--- src/rtl/sram_pkg.sv ---
// Shared definitions for the SPI-to-SRAM logger: writer states, bus constants
// and small constant helpers.
package sram_pkg;

  localparam int unsigned SRAM_ADDR_W = 18;
  localparam logic [3:0]  BS_ALL_OFF  = 4'hF;

  typedef enum logic [1:0] {
    WR_IDLE  = 2'd0,
    WR_SETUP = 2'd1,
    WR_WRITE = 2'd2,
    WR_HOLD  = 2'd3
  } wr_state_e;

  function automatic int unsigned max3(input int unsigned a, input int unsigned b,
                                       input int unsigned c);
    int unsigned m;
    m = a;
    if (b > m) m = b;
    if (c > m) m = c;
    return m;
  endfunction

  // Active-low byte-select mask for a word holding cnt bytes: lanes at or
  // above cnt were never filled and stay disabled.
  function automatic logic [3:0] lane_mask(input logic [2:0] cnt);
    logic [3:0] m;
    m = '0;
    for (int unsigned i = 0; i < 4; i++) begin
      m[i] = (i >= 32'(cnt));
    end
    return m;
  endfunction

endpackage

--- src/rtl/spi_sram_logger_if.sv ---
// Async SRAM write-side bus: address, data, pad enable and active-low strobes.
interface spi_sram_logger_if
  import sram_pkg::*;
#(
  parameter int unsigned ADDR_W = SRAM_ADDR_W
);
  logic [ADDR_W-1:0] sram_addr;
  logic [31:0]       sram_dout;
  logic              sram_d_oe;
  logic [3:0]        sram_bs_n;
  logic              sram_ce_n;
  logic              sram_we_n;
  logic              sram_oe_n;

  modport master (
    output sram_addr, sram_dout, sram_d_oe, sram_bs_n,
           sram_ce_n, sram_we_n, sram_oe_n
  );

  modport slave (
    input sram_addr, sram_dout, sram_d_oe, sram_bs_n,
          sram_ce_n, sram_we_n, sram_oe_n
  );
endinterface

--- src/rtl/sram_write_ctrl.sv ---
// Async SRAM write-cycle sequencer: latches a word and lane mask on start,
// then runs SETUP -> WRITE -> HOLD with one shared phase down-counter.
// All bus outputs are registered and derived from the next state.
module sram_write_ctrl
  import sram_pkg::*;
#(
  parameter int unsigned SETUP_CYCLES = 1,
  parameter int unsigned WE_CYCLES    = 3,
  parameter int unsigned HOLD_CYCLES  = 1
) (
  input  logic        clk,
  input  logic        reset,
  input  logic        start,
  input  logic [31:0] word,
  input  logic [3:0]  mask,
  output logic [31:0] dout,
  output logic [3:0]  bs_n,
  output logic        ce_n,
  output logic        we_n,
  output logic        d_oe,
  output logic        busy,
  output logic        done
);

  localparam int unsigned MAX_C = max3(SETUP_CYCLES, WE_CYCLES, HOLD_CYCLES);
  localparam int unsigned PH_W  = (MAX_C > 1) ? $clog2(MAX_C) : 1;
  localparam logic [PH_W-1:0] SETUP_LD = PH_W'(SETUP_CYCLES - 1);
  localparam logic [PH_W-1:0] WE_LD    = PH_W'(WE_CYCLES - 1);
  localparam logic [PH_W-1:0] HOLD_LD  = PH_W'(HOLD_CYCLES - 1);

  wr_state_e       state_q, state_d;
  logic [PH_W-1:0] phase_q, phase_d;
  logic [31:0]     dout_q, dout_d;
  logic [3:0]      bs_n_q, bs_n_d;
  logic            ce_n_q, ce_n_d;
  logic            we_n_q, we_n_d;
  logic            d_oe_q, d_oe_d;

  // Next-state, phase reload and registered bus strobes.
  always_comb begin
    state_d = state_q;
    phase_d = phase_q;
    dout_d  = dout_q;
    bs_n_d  = bs_n_q;
    unique case (state_q)
      WR_IDLE: begin
        if (start) begin
          state_d = WR_SETUP;
          phase_d = SETUP_LD;
          dout_d  = word;
          bs_n_d  = mask;
        end
      end
      WR_SETUP: begin
        if (phase_q == '0) begin
          state_d = WR_WRITE;
          phase_d = WE_LD;
        end else begin
          phase_d = phase_q - PH_W'(1);
        end
      end
      WR_WRITE: begin
        if (phase_q == '0) begin
          state_d = WR_HOLD;
          phase_d = HOLD_LD;
        end else begin
          phase_d = phase_q - PH_W'(1);
        end
      end
      WR_HOLD: begin
        if (phase_q == '0) begin
          state_d = WR_IDLE;
          phase_d = '0;
        end else begin
          phase_d = phase_q - PH_W'(1);
        end
      end
      default: begin
        state_d = WR_IDLE;
        phase_d = '0;
      end
    endcase
    ce_n_d = (state_d == WR_IDLE);
    we_n_d = (state_d != WR_WRITE);
    d_oe_d = (state_d != WR_IDLE);
    if (state_d == WR_IDLE) bs_n_d = BS_ALL_OFF;
  end

  // State and bus registers, synchronous reset to an idle bus.
  always_ff @(posedge clk) begin
    if (reset) begin
      state_q <= WR_IDLE;
      phase_q <= '0;
      dout_q  <= '0;
      bs_n_q  <= BS_ALL_OFF;
      ce_n_q  <= 1'b1;
      we_n_q  <= 1'b1;
      d_oe_q  <= 1'b0;
    end else begin
      state_q <= state_d;
      phase_q <= phase_d;
      dout_q  <= dout_d;
      bs_n_q  <= bs_n_d;
      ce_n_q  <= ce_n_d;
      we_n_q  <= we_n_d;
      d_oe_q  <= d_oe_d;
    end
  end

  assign dout = dout_q;
  assign bs_n = bs_n_q;
  assign ce_n = ce_n_q;
  assign we_n = we_n_q;
  assign d_oe = d_oe_q;
  assign busy = (state_q != WR_IDLE);
  assign done = (state_q == WR_HOLD) && (phase_q == '0);

endmodule

--- src/rtl/spi_sram_logger.sv ---
// SPI byte stream to async SRAM logger: packs bytes little-endian into
// 32-bit words (with flush of partial words), double-buffers one pending
// word against the running write cycle, and tracks address/full/count.
module spi_sram_logger
  import sram_pkg::*;
#(
  parameter int unsigned       ADDR_W       = SRAM_ADDR_W,
  parameter logic [ADDR_W-1:0] BASE_ADDR    = '0,
  parameter logic [ADDR_W-1:0] LAST_ADDR    = '1,
  parameter int unsigned       SETUP_CYCLES = 1,
  parameter int unsigned       WE_CYCLES    = 3,
  parameter int unsigned       HOLD_CYCLES  = 1
) (
  input  logic                  clk,
  input  logic                  reset,
  input  logic [7:0]            byte_data,
  input  logic                  byte_valid,
  output logic                  byte_ready,
  input  logic                  flush,
  spi_sram_logger_if.master     sram,
  output logic                  full,
  output logic [ADDR_W:0]       words_written
);

  logic [31:0]       pack_q, pack_d;
  logic [2:0]        cnt_q, cnt_d;
  logic              pend_q, pend_d;
  logic [3:0]        mask_q, mask_d;
  logic [ADDR_W-1:0] addr_q, addr_d;
  logic              full_q, full_d;
  logic [ADDR_W:0]   ww_q, ww_d;
  logic              ready_q, ready_d;

  logic              accept;
  logic              wr_start;
  logic              wr_busy;
  logic              wr_done;
  logic              busy_next;
  logic [31:0]       wr_dout;
  logic [3:0]        wr_bs_n;
  logic              wr_ce_n;
  logic              wr_we_n;
  logic              wr_d_oe;

  // Packer, flush, hand-off and address/full bookkeeping. Order matters:
  // hand-off frees the pack register first, then a byte lands, then flush
  // sees the updated count, and a HOLD exit at LAST_ADDR discards all.
  always_comb begin
    pack_d   = pack_q;
    cnt_d    = cnt_q;
    pend_d   = pend_q;
    mask_d   = mask_q;
    addr_d   = addr_q;
    full_d   = full_q;
    ww_d     = ww_q;
    wr_start = 1'b0;
    accept   = byte_valid && ready_q;

    if (pend_q && !wr_busy && !full_q) begin
      wr_start = 1'b1;
      pend_d   = 1'b0;
      cnt_d    = '0;
      pack_d   = '0;
    end

    if (accept) begin
      pack_d[{cnt_d[1:0], 3'b000} +: 8] = byte_data;
      cnt_d = cnt_d + 3'd1;
      if (cnt_d == 3'd4) begin
        pend_d = 1'b1;
        mask_d = '0;
      end
    end

    if (flush && !full_q && !pend_d && (cnt_d != '0)) begin
      pend_d = 1'b1;
      mask_d = lane_mask(cnt_d);
    end

    if (wr_done) begin
      ww_d = ww_q + (ADDR_W+1)'(1);
      if (addr_q == LAST_ADDR) begin
        full_d = 1'b1;
        pend_d = 1'b0;
        cnt_d  = '0;
        pack_d = '0;
      end else begin
        addr_d = addr_q + ADDR_W'(1);
      end
    end

    // Ready is registered from next-cycle state so byte_valid never reaches it.
    busy_next = wr_start || (wr_busy && !wr_done);
    ready_d   = !full_d && !(pend_d && busy_next);
  end

  // Logger state registers with synchronous reset.
  always_ff @(posedge clk) begin
    if (reset) begin
      pack_q  <= '0;
      cnt_q   <= '0;
      pend_q  <= 1'b0;
      mask_q  <= BS_ALL_OFF;
      addr_q  <= BASE_ADDR;
      full_q  <= 1'b0;
      ww_q    <= '0;
      ready_q <= 1'b1;
    end else begin
      pack_q  <= pack_d;
      cnt_q   <= cnt_d;
      pend_q  <= pend_d;
      mask_q  <= mask_d;
      addr_q  <= addr_d;
      full_q  <= full_d;
      ww_q    <= ww_d;
      ready_q <= ready_d;
    end
  end

  sram_write_ctrl #(
    .SETUP_CYCLES (SETUP_CYCLES),
    .WE_CYCLES    (WE_CYCLES),
    .HOLD_CYCLES  (HOLD_CYCLES)
  ) u_wr (
    .clk   (clk),
    .reset (reset),
    .start (wr_start),
    .word  (pack_q),
    .mask  (mask_q),
    .dout  (wr_dout),
    .bs_n  (wr_bs_n),
    .ce_n  (wr_ce_n),
    .we_n  (wr_we_n),
    .d_oe  (wr_d_oe),
    .busy  (wr_busy),
    .done  (wr_done)
  );

  assign sram.sram_addr = addr_q;
  assign sram.sram_dout = wr_dout;
  assign sram.sram_d_oe = wr_d_oe;
  assign sram.sram_bs_n = wr_bs_n;
  assign sram.sram_ce_n = wr_ce_n;
  assign sram.sram_we_n = wr_we_n;
  assign sram.sram_oe_n = 1'b1;

  assign byte_ready    = ready_q;
  assign full          = full_q;
  assign words_written = ww_q;

endmodule

--- src/flat_wrapper.sv ---
// flat-port wrapper written by rule: the top's interface ports become plain ports
module spi_sram_logger_flat import sram_pkg::*;
#(
  parameter int unsigned       ADDR_W       = SRAM_ADDR_W,
  parameter logic [ADDR_W-1:0] BASE_ADDR    = '0,
  parameter logic [ADDR_W-1:0] LAST_ADDR    = '1,
  parameter int unsigned       SETUP_CYCLES = 1,
  parameter int unsigned       WE_CYCLES    = 3,
  parameter int unsigned       HOLD_CYCLES  = 1
)
  (clk, reset, byte_data, byte_valid, byte_ready, flush, full, words_written, sram_sram_addr, sram_sram_dout, sram_sram_d_oe, sram_sram_bs_n, sram_sram_ce_n, sram_sram_we_n, sram_sram_oe_n);
  spi_sram_logger_if #(.ADDR_W(ADDR_W)) sram_i ();
  input  logic clk;
  input  logic reset;
  input  logic [7:0] byte_data;
  input  logic byte_valid;
  output logic byte_ready;
  input  logic flush;
  output logic full;
  output logic [ADDR_W:0] words_written;
  output wire logic [$bits(sram_i.sram_addr)-1:0] sram_sram_addr;
  output wire logic [$bits(sram_i.sram_dout)-1:0] sram_sram_dout;
  output wire logic [$bits(sram_i.sram_d_oe)-1:0] sram_sram_d_oe;
  output wire logic [$bits(sram_i.sram_bs_n)-1:0] sram_sram_bs_n;
  output wire logic [$bits(sram_i.sram_ce_n)-1:0] sram_sram_ce_n;
  output wire logic [$bits(sram_i.sram_we_n)-1:0] sram_sram_we_n;
  output wire logic [$bits(sram_i.sram_oe_n)-1:0] sram_sram_oe_n;
  assign sram_sram_addr = sram_i.sram_addr;
  assign sram_sram_dout = sram_i.sram_dout;
  assign sram_sram_d_oe = sram_i.sram_d_oe;
  assign sram_sram_bs_n = sram_i.sram_bs_n;
  assign sram_sram_ce_n = sram_i.sram_ce_n;
  assign sram_sram_we_n = sram_i.sram_we_n;
  assign sram_sram_oe_n = sram_i.sram_oe_n;
  spi_sram_logger #(.ADDR_W(ADDR_W), .BASE_ADDR(BASE_ADDR), .LAST_ADDR(LAST_ADDR), .SETUP_CYCLES(SETUP_CYCLES), .WE_CYCLES(WE_CYCLES), .HOLD_CYCLES(HOLD_CYCLES)) u_core (.clk(clk), .reset(reset), .byte_data(byte_data), .byte_valid(byte_valid), .byte_ready(byte_ready), .flush(flush), .sram(sram_i), .full(full), .words_written(words_written));
endmodule
--- config.mk ---
export PLATFORM = sky130hd
export DESIGN_NAME = spi_sram_logger_flat
export DESIGN_NICKNAME = d
export VERILOG_FILES = /design/src/rtl/sram_pkg.sv /design/src/rtl/spi_sram_logger_if.sv /design/src/rtl/sram_write_ctrl.sv /design/src/rtl/spi_sram_logger.sv /design/src/flat_wrapper.sv
export SDC_FILE = /design/constraint.sdc
export NUM_CORES = 1
export LEC_CHECK = 0
export BUFFER_PORTS_ARGS = -buffer_cell sky130_fd_sc_hd__buf_2
export CAP_MARGIN = 10
export CORE_ASPECT_RATIO = 1.4
export CORE_MARGIN = 1.5
export CORE_UTILIZATION = 45
export CTS_BUF_LIST = sky130_fd_sc_hd__clkbuf_16
export DETAILED_ROUTE_END_ITERATION = 8
export GPL_ROUTABILITY_DRIVEN = 0
export PLACE_DENSITY = 0.67
export SLEW_MARGIN = 10
export SYNTH_ARGS = -nofsm -noshare
export SYNTH_HDL_FRONTEND = slang
export SYNTH_SLANG_ARGS = --single-unit
--- constraint.sdc ---
create_clock -name clk -period 3.3 [get_ports clk]
set_clock_uncertainty 0.05 [all_clocks]
set_input_delay 0.66 -clock clk [delete_from_list [all_inputs] [get_ports clk]]
set_output_delay 0.66 -clock clk [all_outputs]
set_load 0.01 [all_outputs]
==> flow_metrics.env <==
export IMPL_status="complete, no violations"
export IMPL_worstRegToRegCells=7
export IMPL_r2r_end="u_core.pack_q[9]$_SDFF_PP0_"
export IMPL_dieArea_mm2=0.0117
export IMPL_drive_gt1_frac=0.198
export IMPL_synthCells=579
export IMPL_ant_nets=0
export IMPL_globalRouteMet2Util=0.346
export IMPL_drt_iter0_markers=183
export IMPL_power_density_mw_per_mm2=644
export IMPL_ctsResizeCount=0
export IMPL_worstMarginPinSlew_ns=0.711
export IMPL_crit_end="u_core.pack_q[9]$_SDFF_PP0_"
export IMPL_worstSetupPathType="reg2reg"
export IMPL_via_count=4327
export IMPL_cts_sinks=122
export IMPL_post_cts_buffers=0
export IMPL_hold_violations=0
export IMPL_rrSetupSlack_ns=0.52
export IMPL_required_ns=3.59
export IMPL_core_mm2=0.0108
export IMPL_areaGrowthSynthToFinish_pct=22.1
export IMPL_tns_ns=0
export IMPL_relSlewSlack=0.525
export IMPL_hold_ws_ns=0.398
export IMPL_yosys_top_cells_count="dfxtp_1 (122), nand2_1 (94), nor2_1 (81), a21oi_1 (53), a22oi_1 (32)"
export IMPL_design_area_mm2=0.00607
export IMPL_place_area_mm2=0.00553
export IMPL_timing_final_crit_share=0.844
export IMPL_maxCapViolCount=0
export IMPL_path_max_fanout=9
export IMPL_n_antenna_cell=0
export IMPL_htreeDepth=4
export IMPL_final_util=0.562
export IMPL_cp_end_kind="flop"
export IMPL_core_rowCount=45
export IMPL_fin_nets=686
export IMPL_multi_input_area_mm2=0.00235
export IMPL_die_y_um=127
export IMPL_p_leak_nw=2.45
export IMPL_io_pins=91
export IMPL_timing_fmax_mhz=359
export IMPL_wl_per_cell_um=13.7
export IMPL_period_needed_ns=2.78
export IMPL_crit_start="u_core.full$_SDFF_PP0_"
export IMPL_yosys_warnings=0
export IMPL_synth_top_flop_cell="dfxtp_1"
export IMPL_synth_edf_count=0
export IMPL_grt_max_degree=45
export IMPL_grt_pass1_wl_um=18400
export IMPL_cts_buffers_inserted=17
export IMPL_avgSynthCellArea_um2=8.59
export IMPL_synth_seq_cells=122
export IMPL_slew_viol_final=0
export IMPL_worst_ep_arrival_time_ns=3.08
export IMPL_firstDrtPassIters=5
export IMPL_cts_tree="done"
export IMPL_drc_errors=0
export IMPL_yosysMostFrequentCell="dfxtp_1"
export IMPL_overflow=0
export IMPL_syn_nets=600
export IMPL_cts_path_max_buffers=2
export IMPL_critical_path_startpoint_type="flop"
export IMPL_gr_usage_met3=0.0554
export IMPL_clk_pin_slew_ns=0.05
export IMPL_die_x_um=91.9
export IMPL_holdPathStages=2
export IMPL_synth_seq_area_share=0.491
export IMPL_grt_setup_unrepaired="no"
export IMPL_initial_core_util=0.460
export IMPL_grt_busiest_layer="met2"
export IMPL_regArea_mm2=0.00244
export IMPL_crit_reg2reg_launch="u_core.full$_SDFF_PP0_"
export IMPL_antenna_found_initial=0
export IMPL_first_global_vias=3994
export IMPL_peakVddDrop_v=0.000390
export IMPL_cts_root_buf="clkbuf_16"
export IMPL_synthDistinctLibCells=53
export IMPL_yosys_area_top_type="dfxtp_1"
export IMPL_fillerInstances=1000
export IMPL_synthTopCellsByArea="dfxtp_1 (49%), nand2_1 (7.1%), nor2_1 (6.1%)"
export IMPL_port_buffers=89
export IMPL_hold_path_class="reg2reg"
export IMPL_async_reset_ff_frac=0
export IMPL_synth_top_area_frac=0.491
export IMPL_grt_use_met1=0.219
export IMPL_vias_per_cell=5.29
export IMPL_setup_viol=0
export IMPL_grt_usage=0.196
export IMPL_dpl_hpwl_um=7810
export IMPL_routed_wl_um=11200
export IMPL_postCtsHoldBufs=0
export IMPL_clk_insertion_delay_late_ns=0.41
export IMPL_netlist_area_mm2=0.00498
==> routing by layer <==
metal  up-vias  routed length (um)
met3        19                 521
met2       112                5680
li1       2168                   -
met4         0                 202
met5         -                   0
met1      2028                4800
==> metrics by stage <==
stage	cells	power [mW]	worst slack (ns)
6_report	818	3.91	0.515
4_1_cts	817	3.95	0.148
5_1_grt	818	4.10	0.335
3_3_place_gp	786	2.22	0.374
3_5_place_dp	786	2.24	0.157
2_1_floorplan	579	2.07	0.848
==> registers in the layout (all words and copies together), names as in the netlist <==
register,cells
u_core.byte_ready,1
u_core.cnt_q,3
u_core.full,1
u_core.mask_q,4
u_core.pack_q,32
u_core.pend_q,1
u_core.sram.sram_addr,18
u_core.u_wr.bs_n,4
u_core.u_wr.ce_n,1
u_core.u_wr.d_oe,1
u_core.u_wr.dout,32
u_core.u_wr.phase_q,2
u_core.u_wr.state_q,2
u_core.u_wr.we_n,1
u_core.words_written,19
==> cells by family (layout without fill, tap and decap cells) <==
logic type / after synthesis / after routing / synth area share
AOI/OAI and AO/OA: 112 / 112 / 0.143
other: 1 / 1 / 0.000754
xor gates and xnor gates: 29 / 29 / 0.0510
and+or+nand+nor: 258 / 258 / 0.244
DFF: 122 / 122 / 0.491
adders and majority gates: 9 / 9 / 0.0226
buffers and inverters: 43 / 141 / 0.0367
muxes: 5 / 5 / 0.0111
==> critical path, stage by stage (launching register included) <==
cell      delay (ns)
dfxtp_1         0.38
or4b_1          0.66
and2_1          0.28
ha_1            0.38
nor4bb_1        0.52
clkbuf_2        0.27
a22oi_1         0.08
nor2_1          0.11
==> area by class of cell <==
class / count / share of cell area
Inverter: 10 / 0.00618
Clock inverter: 14 / 0.0190
Multi-Input combinational cell: 414 / 0.387
Sequential cell: 122 / 0.402
Timing Repair Buffer: 100 / 0.0865
Tap cell: 141 / 0.0290
Clock buffer: 17 / 0.0700
==> power breakdown <==
group	leakage (nW)	switching, mW	internal (mW)
registers	0.986	0.0524	1.56
clock network	0.274	0.612	1.08
logic	1.19	0.404	0.202
total	2.45	1.07	2.84
==> cells in the final DEF (no fill, tap or decap), types with 5 or more instances in the layout <==
cell type | netlist | layout
ha_1 | 9 | 9
nor4_1 | 6 | 6
nand4_1 | 11 | 11
nor2_1 | 81 | 81
a21oi_1 | 53 | 53
clkbuf_16 | 0 | 17
a22oi_1 | 32 | 32
clkinv_2 | 0 | 5
nor2b_1 | 7 | 7
inv_1 | 10 | 12
nand2_1 | 94 | 94
o21ai_0 | 7 | 7
xor2_1 | 5 | 5
nand2b_1 | 5 | 5
buf_4 | 4 | 10
dfxtp_1 | 122 | 122
nor3_1 | 7 | 7
and3_1 | 8 | 8
xnor2_1 | 24 | 24
buf_2 | 5 | 89
nand3_1 | 20 | 20
==> how the worst min path moves through the flow <==
stage	from	to	slack, ns
after floorplan	u_core.mask_q[0]$_SDFFE_PP1P_	u_core.mask_q[0]$_SDFFE_PP1P_	0.38
after global placement	u_core.u_wr.dout[19]$_SDFFE_PP0P_	u_core.u_wr.dout[19]$_SDFFE_PP0P_	0.39
after detailed placement	u_core.u_wr.dout[22]$_SDFFE_PP0P_	u_core.u_wr.dout[22]$_SDFFE_PP0P_	0.40
after CTS	u_core.u_wr.dout[22]$_SDFFE_PP0P_	u_core.u_wr.dout[22]$_SDFFE_PP0P_	0.40
after global routing	u_core.u_wr.dout[7]$_SDFFE_PP0P_	u_core.u_wr.dout[7]$_SDFFE_PP0P_	0.42
final	u_core.u_wr.dout[19]$_SDFFE_PP0P_	u_core.u_wr.dout[19]$_SDFFE_PP0P_	0.40
(Power assumes the default switching activity.)
